[src/rtl/srpt_fetch_dma_pkg.sv]
// Shared definitions for the SRPT fetch DMA engine: queue entry layout,
// SRPT priority codes, data buffer geometry and DMA request layout.
package srpt_fetch_dma_pkg;

    // Fetch/update queue entry layout
    localparam int ENTRY_W         = 99;
    localparam int RPC_ID_LSB      = 0;
    localparam int RPC_ID_MSB      = 15;
    localparam int DBUFF_ID_LSB    = 16;
    localparam int DBUFF_ID_MSB    = 24;
    localparam int REMAINING_LSB   = 26;
    localparam int REMAINING_MSB   = 45;
    localparam int DBUFFERED_LSB   = 46;
    localparam int DBUFFERED_MSB   = 65;
    localparam int GRANTED_LSB     = 66;
    localparam int GRANTED_MSB     = 85;
    localparam int PRIORITY_LSB    = 86;
    localparam int PRIORITY_MSB    = 88;

    // Table and tag pool geometry
    localparam int MAX_RPCS        = 64;
    localparam int RPC_IDX_W       = 6;
    localparam int MAX_OUTSTANDING = 8;
    localparam int TAG_W           = 3;

    // On-chip data buffer geometry
    localparam int CACHE_BLOCK_SIZE = 64;
    localparam int CACHE_SIZE       = 16384;
    localparam int CACHE_OFF_W      = $clog2(CACHE_SIZE);

    // DMA read request layout
    localparam int DMA_REQ_W              = 97;
    localparam int DMA_REQ_LEN_LSB        = 0;
    localparam int DMA_REQ_LEN_MSB        = 6;
    localparam int DMA_REQ_DBUFF_ADDR_LSB = 7;
    localparam int DMA_REQ_DBUFF_ADDR_MSB = 29;
    localparam int DMA_REQ_HOST_ADDR_LSB  = 30;
    localparam int DMA_REQ_HOST_ADDR_MSB  = 93;
    localparam int DMA_REQ_TAG_LSB        = 94;
    localparam int DMA_REQ_TAG_MSB        = 96;

    typedef enum logic [2:0] {
        SRPT_INVALIDATE   = 3'd0,
        SRPT_DBUFF_UPDATE = 3'd1,
        SRPT_GRANT_UPDATE = 3'd2,
        SRPT_EMPTY        = 3'd3,
        SRPT_BLOCKED      = 3'd4,
        SRPT_ACTIVE       = 3'd5
    } srptPriority_e;

    typedef enum logic [1:0] {
        ST_IDLE   = 2'd0,
        ST_LOOKUP = 2'd1,
        ST_ISSUE  = 2'd2
    } reqState_e;

    // One cache block at most; a zero remaining count still moves a full block
    function automatic logic [6:0] calcLen(input logic [19:0] remaining);
        if (remaining == 20'd0 || remaining >= 20'(CACHE_BLOCK_SIZE)) begin
            return 7'(CACHE_BLOCK_SIZE);
        end
        return remaining[6:0];
    endfunction

endpackage

[src/rtl/srpt_fetch_dma_tag_pool.sv]
// Tag pool for outstanding DMA reads: busy bitmap, lowest-free tag
// selection, allocate/free ports and an all-busy flag.
module srpt_tag_pool
    import srpt_fetch_dma_pkg::*;
(
    input  logic                       clk_i,
    input  logic                       rst_i,
    input  logic                       alloc_i,
    output logic [TAG_W-1:0]           alloc_tag_o,
    input  logic                       free_i,
    input  logic [TAG_W-1:0]           free_tag_i,
    output logic [MAX_OUTSTANDING-1:0] busy_o,
    output logic                       empty_o
);

    logic [MAX_OUTSTANDING-1:0] busy_q;

    assign busy_o  = busy_q;
    assign empty_o = &busy_q;

    // Pick the lowest-numbered free tag; scanning downward lets the lowest win
    always_comb begin
        alloc_tag_o = '0;
        for (int i = MAX_OUTSTANDING - 1; i >= 0; i--) begin
            if (!busy_q[i]) begin
                alloc_tag_o = TAG_W'(i);
            end
        end
    end

    // Allocation and release touch different tags, so both may happen together
    always_ff @(posedge clk_i or posedge rst_i) begin
        if (rst_i) begin
            busy_q <= '0;
        end else begin
            if (alloc_i && !empty_o) begin
                busy_q[alloc_tag_o] <= 1'b1;
            end
            if (free_i) begin
                busy_q[free_tag_i] <= 1'b0;
            end
        end
    end

endmodule

[src/rtl/srpt_fetch_dma.sv]
// SRPT fetch DMA engine: turns fetch queue entries into tagged DMA reads of
// one cache block each and reports each completion as a data-buffer update.
module srpt_fetch_dma
    import srpt_fetch_dma_pkg::*;
(
    input  logic                 ap_clk,
    input  logic                 ap_rst,
    input  logic                 ap_ce,
    input  logic                 ap_start,
    input  logic                 fetch_in_empty_i,
    output logic                 fetch_in_read_en_o,
    input  logic [ENTRY_W-1:0]   fetch_in_data_i,
    input  logic                 addr_wr_en_i,
    input  logic [RPC_IDX_W-1:0] addr_wr_rpc_i,
    input  logic [63:0]          addr_wr_data_i,
    input  logic                 dma_req_full_i,
    output logic                 dma_req_write_en_o,
    output logic [DMA_REQ_W-1:0] dma_req_data_o,
    input  logic                 dma_cpl_empty_i,
    output logic                 dma_cpl_read_en_o,
    input  logic [TAG_W-1:0]     dma_cpl_tag_i,
    input  logic                 dbuff_out_full_i,
    output logic                 dbuff_out_write_en_o,
    output logic [ENTRY_W-1:0]   dbuff_out_data_o,
    output logic                 ap_idle,
    output logic                 ap_done,
    output logic                 ap_ready
);

    logic                       advance;
    logic                       popFetch;
    logic                       issueReq;
    logic                       cplPop;
    logic                       cplHit;

    reqState_e                  state_q;
    logic [RPC_IDX_W-1:0]       reqRpcIdx_q;
    logic [8:0]                 reqDbuffId_q;
    logic [19:0]                reqRemaining_q;
    logic [19:0]                reqDbuffered_q;
    logic [TAG_W-1:0]           reqTag_q;
    logic [63:0]                reqBase_q;

    logic [63:0]                baseTable [MAX_RPCS];

    logic [15:0]                tagRpc_q    [MAX_OUTSTANDING];
    logic [8:0]                 tagDbuffId_q[MAX_OUTSTANDING];
    logic [19:0]                tagOffset_q [MAX_OUTSTANDING];
    logic [19:0]                tagOffset_d;

    logic [TAG_W-1:0]           allocTag;
    logic [MAX_OUTSTANDING-1:0] tagBusy;
    logic                       poolEmpty;

    logic [15:0]                inRpcId;
    logic [8:0]                 inDbuffId;
    logic [19:0]                inRemaining;
    logic [19:0]                inDbuffered;
    logic                       unusedFetchBits;

    assign inRpcId     = fetch_in_data_i[RPC_ID_MSB:RPC_ID_LSB];
    assign inDbuffId   = fetch_in_data_i[DBUFF_ID_MSB:DBUFF_ID_LSB];
    assign inRemaining = fetch_in_data_i[REMAINING_MSB:REMAINING_LSB];
    assign inDbuffered = fetch_in_data_i[DBUFFERED_MSB:DBUFFERED_LSB];

    // Grant, priority and padding bits of an incoming entry play no part here
    assign unusedFetchBits = ^{fetch_in_data_i[ENTRY_W-1:PRIORITY_LSB],
                               fetch_in_data_i[GRANTED_MSB:GRANTED_LSB],
                               fetch_in_data_i[DBUFF_ID_MSB+1]};

    // Nothing moves while the block is stalled or held in reset
    assign advance  = ap_ce && ap_start && !ap_rst;
    assign popFetch = advance && (state_q == ST_IDLE) && fetch_in_empty_i && !poolEmpty;
    assign issueReq = advance && (state_q == ST_ISSUE) && dma_req_full_i;
    assign cplPop   = advance && dma_cpl_empty_i && dbuff_out_full_i;
    assign cplHit   = cplPop && tagBusy[dma_cpl_tag_i];

    assign tagOffset_d = inDbuffered + 20'(calcLen(inRemaining));

    assign fetch_in_read_en_o   = popFetch;
    assign dma_req_write_en_o   = issueReq;
    assign dma_cpl_read_en_o    = cplPop;
    assign dbuff_out_write_en_o = cplHit;
    assign ap_idle              = !ap_rst && (state_q == ST_IDLE) && (tagBusy == '0);
    assign ap_done              = 1'b1;
    assign ap_ready             = 1'b1;

    srpt_tag_pool u_tagPool (
        .clk_i       (ap_clk),
        .rst_i       (ap_rst),
        .alloc_i     (popFetch),
        .alloc_tag_o (allocTag),
        .free_i      (cplHit),
        .free_tag_i  (dma_cpl_tag_i),
        .busy_o      (tagBusy),
        .empty_o     (poolEmpty)
    );

    // Host base table; a write racing a LOOKUP read of the same slot lands after the read
    always_ff @(posedge ap_clk) begin
        if (advance && addr_wr_en_i) begin
            baseTable[addr_wr_rpc_i] <= addr_wr_data_i;
        end
    end

    // Remember what each tag is fetching so its completion can be reported
    always_ff @(posedge ap_clk) begin
        if (popFetch) begin
            tagRpc_q[allocTag]     <= inRpcId;
            tagDbuffId_q[allocTag] <= inDbuffId;
            tagOffset_q[allocTag]  <= tagOffset_d;
        end
    end

    // Request FSM: pop and latch an entry, read its base address, then issue
    always_ff @(posedge ap_clk or posedge ap_rst) begin
        if (ap_rst) begin
            state_q        <= ST_IDLE;
            reqRpcIdx_q    <= '0;
            reqDbuffId_q   <= '0;
            reqRemaining_q <= '0;
            reqDbuffered_q <= '0;
            reqTag_q       <= '0;
            reqBase_q      <= '0;
        end else if (advance) begin
            case (state_q)
                ST_IDLE: begin
                    if (popFetch) begin
                        reqRpcIdx_q    <= inRpcId[RPC_IDX_W-1:0];
                        reqDbuffId_q   <= inDbuffId;
                        reqRemaining_q <= inRemaining;
                        reqDbuffered_q <= inDbuffered;
                        reqTag_q       <= allocTag;
                        state_q        <= ST_LOOKUP;
                    end
                end
                ST_LOOKUP: begin
                    reqBase_q <= baseTable[reqRpcIdx_q];
                    state_q   <= ST_ISSUE;
                end
                ST_ISSUE: begin
                    if (dma_req_full_i) begin
                        state_q <= ST_IDLE;
                    end
                end
                default: state_q <= ST_IDLE;
            endcase
        end
    end

    // Request word is held steady for the whole of ISSUE and is zero otherwise
    always_comb begin
        dma_req_data_o = '0;
        if (state_q == ST_ISSUE) begin
            dma_req_data_o[DMA_REQ_LEN_MSB:DMA_REQ_LEN_LSB]               = calcLen(reqRemaining_q);
            dma_req_data_o[DMA_REQ_DBUFF_ADDR_MSB:DMA_REQ_DBUFF_ADDR_LSB] =
                {reqDbuffId_q, reqDbuffered_q[CACHE_OFF_W-1:0]};
            dma_req_data_o[DMA_REQ_HOST_ADDR_MSB:DMA_REQ_HOST_ADDR_LSB]   =
                reqBase_q + {44'd0, reqDbuffered_q};
            dma_req_data_o[DMA_REQ_TAG_MSB:DMA_REQ_TAG_LSB]               = reqTag_q;
        end
    end

    // Completion for a live tag becomes a data-buffer update in the same cycle
    always_comb begin
        dbuff_out_data_o = '0;
        if (cplHit) begin
            dbuff_out_data_o[RPC_ID_MSB:RPC_ID_LSB]       = tagRpc_q[dma_cpl_tag_i];
            dbuff_out_data_o[DBUFF_ID_MSB:DBUFF_ID_LSB]   = tagDbuffId_q[dma_cpl_tag_i];
            dbuff_out_data_o[DBUFFERED_MSB:DBUFFERED_LSB] = tagOffset_q[dma_cpl_tag_i];
            dbuff_out_data_o[PRIORITY_MSB:PRIORITY_LSB]   = SRPT_DBUFF_UPDATE;
        end
    end

endmodule

[config.mk]
export PLATFORM = sky130hd
export DESIGN_NAME = srpt_fetch_dma
export DESIGN_NICKNAME = d
export VERILOG_FILES = /design/src/rtl/srpt_fetch_dma_pkg.sv /design/src/rtl/srpt_fetch_dma_tag_pool.sv /design/src/rtl/srpt_fetch_dma.sv
export SDC_FILE = /design/constraint.sdc
export NUM_CORES = 2
export LEC_CHECK = 0
export BUFFER_PORTS_ARGS = -buffer_cell sky130_fd_sc_hd__buf_2
export CORE_UTILIZATION = 65
export DETAILED_ROUTE_END_ITERATION = 16
export PLACE_DENSITY_LB_ADDON = 0.3
export SYNTH_ARGS = -nofsm -noshare
export SYNTH_HDL_FRONTEND = slang
export SYNTH_MEMORY_MAX_BITS = 65536
export SYNTH_SLANG_ARGS = --single-unit
[constraint.sdc]
create_clock -name ap_clk -period 8.45 [get_ports ap_clk]
set_input_delay 2.1125 -clock ap_clk [delete_from_list [all_inputs] [get_ports ap_clk]]
set_output_delay 2.1125 -clock ap_clk [all_outputs]
set_load 0.01 [all_outputs]
==> results.txt <==
----------------------------------------------------
[Timing]
  Count of final max-slew check failures ... 0
  Fin Clk Skew ... roughly 0.054 ns
  Time the final worst path needs with I/O delays and setup ... 7.74 ns
  Minimum setup slack in the final design ... 0.711 ns
  Worst Tran Pin Value ... between 1 and 1.5 ns
  Tcrit/Tclk final ... 0.916
  Max Freq ... roughly 0.13 GHz
  Post-route worst hold slack ... 0.472 ns
  Rel. slew slack ... 0.0196
  Unrepaired setup endpoints after global routing ... no
  Aggregate negative setup slack ... 0 ns
  Total count of hold-check failures in the final report ... 0
  Final setup violation count ... 0

[CTS]
  Number of buffers inserted by post-CTS setup repair ... 0
  Resized Gates After CTS ... 0
  Clock tree from TritonCTS ... built
  CTS Hold Buffers Added ... 0
  Number of sinks driven by the clock tree ... 4588
  H-tree depth ... 5
  Number of buffers on the longest clock path ... 4
  Number of buffers added by the clock tree synthesis step ... approximately 430
  Source-to-sink clock delay at the later pin of the worst-skew pair ... 1.01 ns
  Clock transition at the registers of the reported paths ... 0.06 ns
  Clk Tree Root Cell ... clkbuf_16

[Placement]
  Placed cell areas ... 184000 um^2
  Final weighted congestion in routability-driven placement ... 0.899
  Final HPWL DP ... roughly 240000 um
  Count of port buffers added during placement ... slightly below 300
  Worst setup timing slack at the placement stage ... 1.80 ns

[Final layout]
  Most used cells in the layout excluding fill and tap cells ... edfxtp_1 (4456), mux4_2 (1114), clkbuf_16 (437)
  Fraction of layout instances using a drive strength above 1 ... 0.270
  Total number of nets in the final design ... 8818
  Post-route design area ... 199000 um^2
  Most common library cell in the layout ignoring fill and taps ... edfxtp_1
  Growth of design area from synthesis to finish ... 11.9%

[Outcome]
  Run status ... complete, no violations

[Floorplanning]
  Area enclosed by the die boundary ... 275000 um^2
  Initial core utilization ... 0.655
  Ports ... 384
  Die outline height ... 525 um
  Die width ... 525 um
  Core ar. ... 271000 um^2
  Row count ... 191

[Job]
  Number of max-cap violations ... 0

[Worst setup path]
  Crit-path max FO ... 11
  Data required, critical path ... 6.34 ns
  Endpoint arrival time on the critical path ... 5.63 ns
  WS Path Type ... flip-flop to output pin
  Startpoint class of the critical path ... flip-flop
  Type of element capturing the critical path ... output pin

[Route]
  Antenna-violating nets left ... 0
  Vias per Instance ... 7.42
  Final WL ... 497000 um
  DRT iter0 DRCs ... 14800
  Vias after detailed routing ... 93200
  Detailed-route wire length per cell ... 39.5 um
  Pre-antenna DRT Iters ... 8
  Number of design rule violations left after detail routing ... 0

[Synthesis]
  Cell area after synthesis ... 178000 um^2
  Synth async-reset ratio ... 0.0288
  Post-Synthesis Mean Instance Area ... 21.8 um^2
  #FFs+latches synth ... 4588
  Number of unique standard cell types used by synthesis ... 65
  Post-synthesis sequential area ratio ... 0.772
  Instance count of the mapped netlist ... 8146
  Number of enable-type register cells in the synthesized netlist ... 4456
  Count of warnings emitted by yosys ... 0
  Most used flip-flop cell after synthesis ... edfxtp_1

[Hold path]
  Hold Path Class ... flip-flop to flip-flop

[Power and ir drop]
  Pleak ... 62.3 nW
  Power density relative to cell area ... between 200 and 300 nW/um^2
  Overall power after layout ... 57.5 mW
  Maximum ir drop on the vdd rail ... 250 uV

[GRT]
  Total track usage ... 0.363
  Wire length of the first global-routing pass ... 699000 um
  Via count of the first global-routing pass ... 95200
  Maximum number of pins on one net before global-route repair ... 136
  Initial antenna violation count ... 31
  Total gr overflow ... 0

----------------------------------------------------
[worst paths after layout]
kind	start	end	slack [ns]	cells after the start
max reg2reg	reqRpcIdx_q[5]	reqBase_q[24]	4.10	6
max	reqBase_q[0]	dma_req_data_o[76]	0.71	10
min reg2reg	reqDbuffId_q[7]	reqDbuffId_q[7]	0.47	2
max in group asynchronous	ap_rst	reqBase_q[38]	5.59	3
min	reqDbuffId_q[7]	reqDbuffId_q[7]	0.47	2
min in group asynchronous	ap_rst	state_q[0]	1.34	2
[through the flow]
| stage | cells | util |
|---|---|---|
| CTS | 12600 | 0.733 |
| finish | 12600 | 0.733 |
| floorplan | 8199 | - |
| detailed placement | 11700 | 0.680 |
| global placement | 11700 | 0.680 |
| global route | 12600 | 0.733 |
[cell usage after synthesis (7+ instances only)]
library cell	count	area [um^2]
mux4_2	1114	25100
o22ai_1	66	413
nor2b_1	7	43.8
or3_1	7	43.8
a211oi_1	8	60.1
and3_1	25	156
nor3_1	16	80.1
nor3b_1	9	67.6
o21bai_1	7	52.6
mux2_2	97	1090
nor2_1	180	676
nor4_1	15	93.8
and2_1	39	244
buf_4	74	556
o21ai_1	70	350
and4_1	10	87.6
xor2_1	14	123
clkbuf_1	210	788
buf_2	126	631
a221oi_1	128	1120
edfxtp_1	4456	134000
nand2_1	314	1180
a2111o_1	24	270
nand2b_1	10	62.6
o221ai_1	66	578
o21ai_0	177	886
a221o_1	64	641
a21oi_1	112	561
buf_6	14	158
nand4_1	26	163
dfrtp_1	132	3300
nand3_1	37	185
a21o_1	7	52.6
ha_1	27	338
xnor2_1	14	123
buf_1	96	360
mux2i_1	265	2650
inv_1	17	63.8
[cells by family (layout without fill, tap and decap cells)]
| kind of cell | after synthesis | in the layout | synth area share |
|---|---|---|---|
| flip-flops | 4588 | 4588 | 0.772 |
| multiplexers | 1477 | 1477 | 0.162 |
| AO/OA/AOI/OAI | 766 | 766 | 0.0297 |
| AND/OR/NAND/NOR | 717 | 717 | 0.0183 |
| buffers and inverters | 539 | 1321 | 0.0144 |
| adder cells (fa/ha/maj) | 29 | 29 | 0.00213 |
| XOR/XNOR | 28 | 28 | 0.00138 |
| other | 2 | 75 | 0.0000423 |
[worst max-delay path, stage by stage (launching register included)]
cell and delay, ns:
dfrtp_1 0.47, ha_1 0.27, fa_1 0.44, a211oi_1 0.43, o21ai_1 0.24, a31oi_1 0.41
and3_1 0.83, buf_4 0.36, a21oi_1 0.09, o21ai_1 0.82, buf_2 0.28
[metal layers]
layer | track usage | routed length [um] | vias to the layer above
li1 | - | - | 35300
met1 | 0.473 | 157000 | 47600
met2 | 0.556 | 231000 | 8496
met3 | 0.0926 | 71600 | 1828
met4 | 0.229 | 36700 | 28
met5 | 0.000346 | 210 | -
[report_power, final]
| group | internal [mW] | switching (mW) | total, mW |
|---|---|---|---|
| clock network | 11.2 | 8.60 | 19.8 |
| registers | 25.3 | 0.767 | 26.0 |
| logic | 5.01 | 6.60 | 11.6 |
[state kept, by name (all words and copies together), names as in the netlist]
| name | flops |
|---|---|
| baseTable | 4096 |
| reqBase_q | 64 |
| reqDbuffId_q | 9 |
| reqDbuffered_q | 20 |
| reqRemaining_q | 20 |
| reqRpcIdx_q | 6 |
| reqTag_q | 3 |
| state_q | 2 |
| tagDbuffId_q | 72 |
| tagOffset_q | 160 |
| tagRpc_q | 128 |
| u_tagPool.busy_o | 8 |
[final cells by class]
type                       count  area [um^2]
clock buffer                 542        11500
tap                         3570         4470
inverter                      18         75.1
antenna                       20         50.0
sequential                  4588       137000
fill                       14000        72500
multi-input combinational   3072        38800
clock inverter               265         2810
timing repair buffer         496         3870
Note: power is estimated with default switching activity, not from simulation.
